**src/rtl/core_dequant_pkg.sv**
```systemverilog
// Shared width helpers and default parameter values for the dequantizer datapath.
package core_dequant_pkg;

  localparam int DEF_IDATA_BIT              = 8;
  localparam int DEF_ODATA_WIDTH            = 24;
  localparam int DEF_CDATA_SCALE_WIDTH      = 16;
  localparam int DEF_CDATA_BIAS_WIDTH       = 16;
  localparam int DEF_CDATA_SHIFT_WIDTH      = 5;
  localparam int DEF_DEQUANT_SCALE_RETIMING = 1;

  function automatic int max_int(input int a, input int b);
    return (a > b) ? a : b;
  endfunction

  // One extra bit so (idata - zp) is exact for any operand pair.
  function automatic int diff_bit(input int idata_bit, input int bias_width);
    return max_int(idata_bit, bias_width) + 1;
  endfunction

  // Scale is treated as a signed operand with a forced zero sign bit.
  function automatic int prod_bit(input int diff_width, input int scale_width);
    return diff_width + scale_width + 1;
  endfunction

endpackage

```
**src/rtl/core_dequant_delay.sv**
```systemverilog
// N-deep register chain for data plus valid, advanced by a shared enable.
module core_dequant_delay #(
  parameter int WIDTH = 34,
  parameter int DEPTH = 1
) (
  input  logic             clk,
  input  logic             rst,
  input  logic             en,
  input  logic [WIDTH-1:0] in_data,
  input  logic             in_valid,
  output logic [WIDTH-1:0] out_data,
  output logic             out_valid,
  output logic             any_valid
);

  if (DEPTH == 0) begin : g_wire
    logic unused_ctrl;
    assign unused_ctrl = ^{clk, rst, en};
    assign out_data    = in_data;
    assign out_valid   = in_valid;
    assign any_valid   = 1'b0;
  end else begin : g_chain
    logic [WIDTH-1:0] data_q [DEPTH];
    logic [DEPTH-1:0] valid_q;

    always_ff @(posedge clk) begin
      if (rst) begin
        for (int i = 0; i < DEPTH; i++) data_q[i] <= '0;
        valid_q <= '0;
      end else if (en) begin
        data_q[0]  <= in_data;
        valid_q[0] <= in_valid;
        for (int i = 1; i < DEPTH; i++) begin
          data_q[i]  <= data_q[i-1];
          valid_q[i] <= valid_q[i-1];
        end
      end
    end

    assign out_data  = data_q[DEPTH-1];
    assign out_valid = valid_q[DEPTH-1];
    assign any_valid = |valid_q;
  end

endmodule

```
**src/rtl/core_dequant.sv**
```systemverilog
// Dequantizer: odata = sat(round(((idata - zp) * scale) >>> shift)), fully pipelined
// with a single global advance enable shared by every stage.
module core_dequant
  import core_dequant_pkg::*;
#(
  parameter int IDATA_BIT              = DEF_IDATA_BIT,
  parameter int ODATA_WIDTH            = DEF_ODATA_WIDTH,
  parameter int CDATA_SCALE_WIDTH      = DEF_CDATA_SCALE_WIDTH,
  parameter int CDATA_BIAS_WIDTH       = DEF_CDATA_BIAS_WIDTH,
  parameter int CDATA_SHIFT_WIDTH      = DEF_CDATA_SHIFT_WIDTH,
  parameter int DEQUANT_SCALE_RETIMING = DEF_DEQUANT_SCALE_RETIMING
) (
  input  logic                         clk,
  input  logic                         rst,
  input  logic [CDATA_SCALE_WIDTH-1:0] cfg_dequant_scale,
  input  logic [CDATA_BIAS_WIDTH-1:0]  cfg_dequant_zp,
  input  logic [CDATA_SHIFT_WIDTH-1:0] cfg_dequant_shift,
  input  logic [IDATA_BIT-1:0]         idata,
  input  logic                         idata_valid,
  output logic                         idata_ready,
  output logic [ODATA_WIDTH-1:0]       odata,
  output logic                         odata_valid,
  input  logic                         odata_ready,
  output logic                         odata_sat,
  output logic                         busy
);

  localparam int DIFF_BIT = diff_bit(IDATA_BIT, CDATA_BIAS_WIDTH);
  localparam int PROD_BIT = prod_bit(DIFF_BIT, CDATA_SCALE_WIDTH);

  logic en;
  assign en          = !odata_valid | odata_ready;
  assign idata_ready = en;

  logic signed [DIFF_BIT-1:0] diff_d, diff_q;
  logic                       s1_valid;
  logic signed [PROD_BIT-1:0] diff_ext, scale_ext, prod_d, prod_q;
  logic                       s2_valid;
  logic [PROD_BIT-1:0]        prod_r;
  logic                       r_valid, r_any_valid;
  logic signed [PROD_BIT:0]   prod_ext, prod_sh, rnd_src;
  logic                       rnd;
  logic [PROD_BIT:0]          shifted_d, shifted_q;
  logic                       s3_valid;
  logic [PROD_BIT-ODATA_WIDTH+1:0] upper;
  logic                       in_range;

  assign diff_d = {{(DIFF_BIT-IDATA_BIT){idata[IDATA_BIT-1]}}, idata}
                - {{(DIFF_BIT-CDATA_BIAS_WIDTH){cfg_dequant_zp[CDATA_BIAS_WIDTH-1]}}, cfg_dequant_zp};

  assign diff_ext  = {{(PROD_BIT-DIFF_BIT){diff_q[DIFF_BIT-1]}}, diff_q};
  assign scale_ext = {{(PROD_BIT-CDATA_SCALE_WIDTH){1'b0}}, cfg_dequant_scale};
  assign prod_d    = diff_ext * scale_ext;

  core_dequant_delay #(
    .WIDTH (PROD_BIT),
    .DEPTH (DEQUANT_SCALE_RETIMING)
  ) u_retime (
    .clk       (clk),
    .rst       (rst),
    .en        (en),
    .in_data   (prod_q),
    .in_valid  (s2_valid),
    .out_data  (prod_r),
    .out_valid (r_valid),
    .any_valid (r_any_valid)
  );

  // Shifting by (shift-1) picks the rounding bit and yields the sign bit once
  // the index runs past the top of the product.
  assign prod_ext  = {prod_r[PROD_BIT-1], prod_r};
  assign prod_sh   = prod_ext >>> cfg_dequant_shift;
  assign rnd_src   = prod_ext >>> CDATA_SHIFT_WIDTH'(cfg_dequant_shift - 1'b1);
  assign rnd       = (cfg_dequant_shift != '0) & rnd_src[0];
  assign shifted_d = prod_sh + {{PROD_BIT{1'b0}}, rnd};

  assign upper    = shifted_q[PROD_BIT:ODATA_WIDTH-1];
  assign in_range = (&upper) | ~(|upper);

  always_ff @(posedge clk) begin
    if (rst) begin
      diff_q      <= '0;
      s1_valid    <= 1'b0;
      prod_q      <= '0;
      s2_valid    <= 1'b0;
      shifted_q   <= '0;
      s3_valid    <= 1'b0;
      odata       <= '0;
      odata_valid <= 1'b0;
      odata_sat   <= 1'b0;
    end else if (en) begin
      diff_q      <= diff_d;
      s1_valid    <= idata_valid;
      prod_q      <= prod_d;
      s2_valid    <= s1_valid;
      shifted_q   <= shifted_d;
      s3_valid    <= r_valid;
      odata_valid <= s3_valid;
      if (in_range) begin
        odata     <= shifted_q[ODATA_WIDTH-1:0];
        odata_sat <= 1'b0;
      end else begin
        odata     <= shifted_q[PROD_BIT] ? {1'b1, {(ODATA_WIDTH-1){1'b0}}}
                                         : {1'b0, {(ODATA_WIDTH-1){1'b1}}};
        odata_sat <= 1'b1;
      end
    end
  end

  assign busy = s1_valid | s2_valid | r_any_valid | s3_valid | odata_valid;

endmodule

```
**config.mk**
```make
export PLATFORM = sky130hd
export DESIGN_NAME = core_dequant
export DESIGN_NICKNAME = d
export VERILOG_FILES = /design/src/rtl/core_dequant_pkg.sv /design/src/rtl/core_dequant_delay.sv /design/src/rtl/core_dequant.sv
export SDC_FILE = /design/constraint.sdc
export NUM_CORES = 1
export LEC_CHECK = 0
export CORE_UTILIZATION = 35
export CTS_CLUSTER_DIAMETER = 60
export DETAILED_ROUTE_END_ITERATION = 7
export GPL_ROUTABILITY_DRIVEN = 0
export GPL_TIMING_DRIVEN = 1
export PLACE_DENSITY = 0.48
export SLEW_MARGIN = 5
export SYNTH_ARGS = -nofsm -noshare
export SYNTH_HDL_FRONTEND = slang
export SYNTH_SLANG_ARGS = --single-unit
```
**constraint.sdc**
```tcl
create_clock -name clk -period 7.5 [get_ports clk]
set_input_delay 0.75 -clock clk [delete_from_list [all_inputs] [get_ports clk]]
set_output_delay 0.75 -clock clk [all_outputs]
set_load 0.005 [all_outputs]
```
## Yosys cells after proc, flatten, opt, wreduce, memory -nomap -nowiden

Memories as Yosys holds them, arrays and structs flattened.
Index checks and enable logic that the tools add are counted.

| operators by class | value |
|---|---|
| $add $sub $neg | 3 |
| multipliers | 1 |
| shifts and indexed selects | 2 |
| muxes and demuxes | 10 |
| bitwise logic cells | 8 |
| reductions and logical operators | 5 |

Operator list:

| kind | count |
|---|---|
| $mux W24 | 2 |
| $add A35 B1 Y35 | 1 |
| $sshr A34 B5 Y35 | 1 |
| $mul A17 B17 Y34 | 1 |
| $mux W34 | 1 |
| $reduce_or A34 Y1 | 1 |
| $sshr A34 B5 Y1 | 1 |
| $sub A8 B16 Y17 | 1 |
| $reduce_and A12 Y1 | 1 |
| $reduce_or A12 Y1 | 1 |
| $mux W1 | 7 |
| $or A1 B1 Y1 | 6 |
| $reduce_bool A5 Y1 | 1 |
| $sub A5 B1 Y5 const B | 1 |
| $and A1 B1 Y1 | 1 |
| $logic_not A1 Y1 | 1 |
| $not A1 Y1 | 1 |

| word-level totals | value |
|---|---|
| register bits after elaboration | 116 |
| bits in writable memories | 34 |
| bits of input ports | 49 |
| output and inout bits | 28 |
| logic and storage cells | 40 |
| memories | 1 |

Memory list:

| name | words | bits a word | rd ports | clocked after Yosys merged registers in | wr ports | RTL line | source |
|---|---|---|---|---|---|---|---|
| u_retime.g_chain.data_q | 1 | 34 | 1 | 0 | 1 | core_dequant_delay.sv:23 | `logic [WIDTH-1:0] data_q [DEPTH];` |

## Depth between registers and ports, before layout

| logic depth | value |
|---|---|
| depth after elaboration | 7 |
| mapped depth | 25 |

## Hierarchy

Synthesis repeated with hierarchy kept, for this count alone.

| unflattened totals | value |
|---|---|
| cell total of the unflattened synthesis | 2269 |
| area total of the unflattened synthesis | 20535.9 µm² |

Modules (own cells, without submodules):

| module | instances | cells each | area each (µm²) | sequential area each (µm²) |
|---|---|---|---|---|
| core_dequant | 1 | 2192 | 19178.4 | 2302.2 |
| core_dequant_delay | 1 | 77 | 1357.6 | 1041.0 |

## Least setup slack after synthesis

Ideal clock, no wire load.

| path | value |
|---|---|
| path type | input port to flip-flop |
| start point | in cfg_dequant_scale[10] |
| end point | reg prod_q[33] |
| arrival | 6.536 ns |
| setup slack | 0.846 ns |
| stages on the path | 21 |
| path through | clkbuf_1 clkbuf_1 nand2_1 fa_1 inv_1 fa_1 fa_1 fa_1 fa_1 inv_1 fa_1 inv_1 ha_1 a21oi_1 o21ai_0 o2bb2ai_1 a41o_1 a21oi_1 a21oi_1 or4_1 a32o_1 |

| on the way | value |
|---|---|
| longest elaborated chain between the ends | 1 |

RTL lines:

| element | RTL line | source |
|---|---|---|
| start, declared | core_dequant.sv:15 | `input logic [CDATA_SCALE_WIDTH-1:0] cfg_dequant_scale,` |
| $mul A17 B17 Y34 | core_dequant.sv:53 | `assign prod_d = diff_ext * scale_ext;` |
| end signal, assigned | core_dequant.sv:94 | `prod_q <= prod_d;` |
| end, declared | core_dequant.sv:37 | `logic signed [PROD_BIT-1:0] diff_ext, scale_ext, prod_d, prod_q;` |

No other way between the ends.
A chain may end at the register's enable or synchronous reset.

## Worst setup path after layout

| path | value |
|---|---|
| start point | in cfg_dequant_scale[6] |
| end point | reg prod_q[33] |

Same word-level chain as after synthesis.

==> metrics.yaml <==
status: "completed"
die-area_um2: 58800
critPathRequiredTime_ns: 7.82
vias: 15500
cp-end-kind: "flip-flop"
period_needed_ns: 6.99
areaGrowthSynthToFinish_pct: 10.4
final_cell_mix: "391 x inv_1, 316 x nand2_1, 280 x fa_1"
crit_top_cell: "fa_1"
grt_max_degree: 87
die_h_um: 242
rows: 87
cts_inserted_buffers: 17
cts_resized: 0
maxCapViolCount: 0
antenna_cells: 0
ys_ff_latch: 150
antenna_found_initial: 0
drive_gt1_share_pct: 7.62
whs_path_depth: 2
grt-ovfl-total: 0
fin_nets: 2719
maxSlewHeadroom_pct: 31.8
setup_tns_ns: 0
grt_pass1_vias: 16500
ys.flop_type: "dfxtp_1"
post-layout-total-power_uw: 9040
min_to: "prod_q[16]"
rr_endpoint: "prod_q[33]"
cts_buffer_depth: 2
whs_ns: 0.447
synth-async-reset-ratio_pct: 0
drtIter0Drc: 896
htreeDepth: 4
cp_slowest_stage_delay_ns: 0.71
via_per_inst: 5.06
port-buffer-count: 76
cp_slowest_cell: "clkdlybuf4s50_1"
synth-edff-count: 34
p_leak_uw: 0.0102
critPathTopFamily: "adder cells"
tritoncts_num_sinks: 150
layout_commonest_cell: "inv_1"
root_buffer: "clkbuf_16"
initial_core_util_pct: 35.7
cts_tree: "built"
worstHoldStart: "prod_q[16]"
dp_hpwl_um: 43300
synthCells: 2255
grt_usage_pct: 18.7
worst-path-max-fanout: 13
crit-reg2reg-launch: "diff_q[5]"
critical_path_class: "input pin to flip-flop"
period_share_pct: 93.2
yosysSeqAreaShare_pct: 16.5
ys_types: 87
worstMarginPinSlew_ns: 1.02
core_um2: 56700
cts_setup_buffers: 0
wl_per_cell_um: 17.5
drc: 0
finalMaxSlewViolations: 0
crit_arrival_ns: 7.31
hp-class: "flip-flop to flip-flop"
timing.fmax_mhz: 143
first_pass_iters: 6
insertion_delay_ns: 0.43
rrSetupSlack_ns: 0.67
die_w_um: 242
syn-num-nets: 2690
final_hold_viol_count: 0
worstSetupStartpointType: "input pin"
setup_viol: 0
utilization_pct: 39.4
finalWirelength_um: 53500
pin_count: 77
postCtsHoldBufs: 0
powerDensity_nw_per_um2: 404
grt_pass1_wl_um: 88300
rsz0062_at_grt: "no"
ant_nets: 0
syn_avg_cell_area_um2: 8.98
critPathBufInv: 5
yosysWarnings: 0
clk_pin_slew_ns: 0.06
reg2regPathDepth: 19
syn_area_um2: 20200
clock_skew_ns: 0.00993
path_cells: "clkdlybuf4s50_1 -> and2_1 -> fa_1 -> inv_1 -> fa_1 -> fa_1 -> inv_1 -> fa_1 -> fa_1 -> inv_1 -> fa_1 -> inv_1 -> ha_1 -> a21oi_1 -> o21ai_0 -> o2bb2ai_1 -> a41o_1 -> a21oi_1 -> a21oi_1 -> or4_1 -> a32o_1"
vdd_drop_max_uv: 399
registers in the layout (all words and copies together), names as in the netlist:
signal and flops:
odata_valid 1, s2_valid 1, u_retime.g_chain.data_q 34, shifted_q 35, s1_valid 1, diff_q 17, s3_valid 1, odata 24
u_retime.any_valid 1, odata_sat 1, prod_q 34
cell usage after synthesis (4+ instances only):
master | number | area (um^2)
a211oi_1 | 24 | 180
a21o_1 | 15 | 113
a21oi_1 | 96 | 480
a221oi_1 | 4 | 35.0
a22oi_1 | 4 | 30.0
a311oi_1 | 25 | 219
a31oi_1 | 7 | 43.8
and2_1 | 146 | 913
and3_1 | 5 | 31.3
and4_1 | 4 | 35.0
buf_1 | 5 | 18.8
buf_12 | 4 | 80.1
buf_2 | 12 | 60.1
buf_4 | 7 | 52.6
buf_6 | 6 | 67.6
clkbuf_1 | 92 | 345
dfxtp_1 | 116 | 2320
edfxtp_1 | 34 | 1020
fa_1 | 280 | 5610
ha_1 | 106 | 1330
inv_1 | 391 | 1470
mux2_2 | 12 | 135
mux2i_1 | 26 | 260
mux4_1 | 17 | 447
mux4_2 | 36 | 811
nand2_1 | 316 | 1190
nand2b_1 | 42 | 263
nand3_1 | 29 | 145
nand3b_1 | 4 | 30.0
nand4_1 | 7 | 43.8
nor2_1 | 93 | 349
nor2b_1 | 13 | 81.3
nor3_1 | 22 | 110
nor4_1 | 16 | 100
o21a_1 | 9 | 67.6
o21ai_0 | 59 | 295
o21bai_1 | 5 | 37.5
o22ai_1 | 9 | 56.3
o31ai_1 | 4 | 30.0
or2_2 | 10 | 62.6
or3_1 | 12 | 75.1
xnor2_1 | 39 | 342
xor2_1 | 24 | 210
kinds of logic (layout without fill, tap and decap cells):
group	count (synthesis)	count (layout)	share of synthesized area, %
DFF	150	150	16.5
xor gates and xnor gates	63	63	2.73
adders and majority gates	386	386	34.2
and+or+nand+nor	742	742	18.1
muxes	91	91	8.16
buffers and inverters	518	560	10.4
AOI/OAI and AO/OA	305	305	9.91
cell type report:
class                      count  area, um^2
tap                          756         946
fill                        5761       34400
clock buffer                  20         478
timing repair buffer         136        1190
sequential                   150        3340
multi-input combinational   1587       14800
clock inverter                12         106
inverter                     392        1470
power by group:
part	switching (uW)	leakage (uW)	internal, uW
Sequential	183	0.00137	1050
Clock	368	0.000291	473
Combinational	3880	0.00849	3090
layer usage:
metal / vias up / GRT usage (%) / share of wire (%)
met3: 52 / 2.46 / 4.2
met2: 338 / 31.5 / 47
met5: - / 0 / 0
li1: 7374 / - / -
met1: 7695 / 25.1 / 47
met4: 0 / 5.08 / 2.1
worst register-to-register path, delay by kind of cell (launching register included):
family                     cells  cell delay, ns
buffers and inverters          3            0.14
AOI/OAI and AO/OA              7            1.38
and+or+nand+nor                2            0.71
adders and majority gates      7            3.56
DFF                            1            0.93
through the flow:
stage,setup WS [ns],cells,instance area (um^2)
2_1_floorplan,0.846,2255,20200
3_3_place_gp,0.185,3021,21800
3_5_place_dp,0.0662,3021,21800
4_1_cts,0.542,3053,22400
5_1_grt,0.222,3053,22400
6_report,0.509,3053,22400
how the worst max path moves through the flow:
stage               slack (ns)    endpoint                  start  depth (start not counted)
floorplan                 0.85  prod_q[33]  cfg_dequant_scale[10]                         21
global placement          0.19  prod_q[33]   cfg_dequant_scale[6]                         21
detailed placement        0.07  prod_q[33]   cfg_dequant_scale[6]                         21
CTS                       0.54  prod_q[33]   cfg_dequant_scale[6]                         21
global route              0.22  prod_q[33]   cfg_dequant_scale[6]                         21
finish                    0.51  prod_q[33]   cfg_dequant_scale[6]                         21
Note: power is estimated with default switching activity, not from simulation.
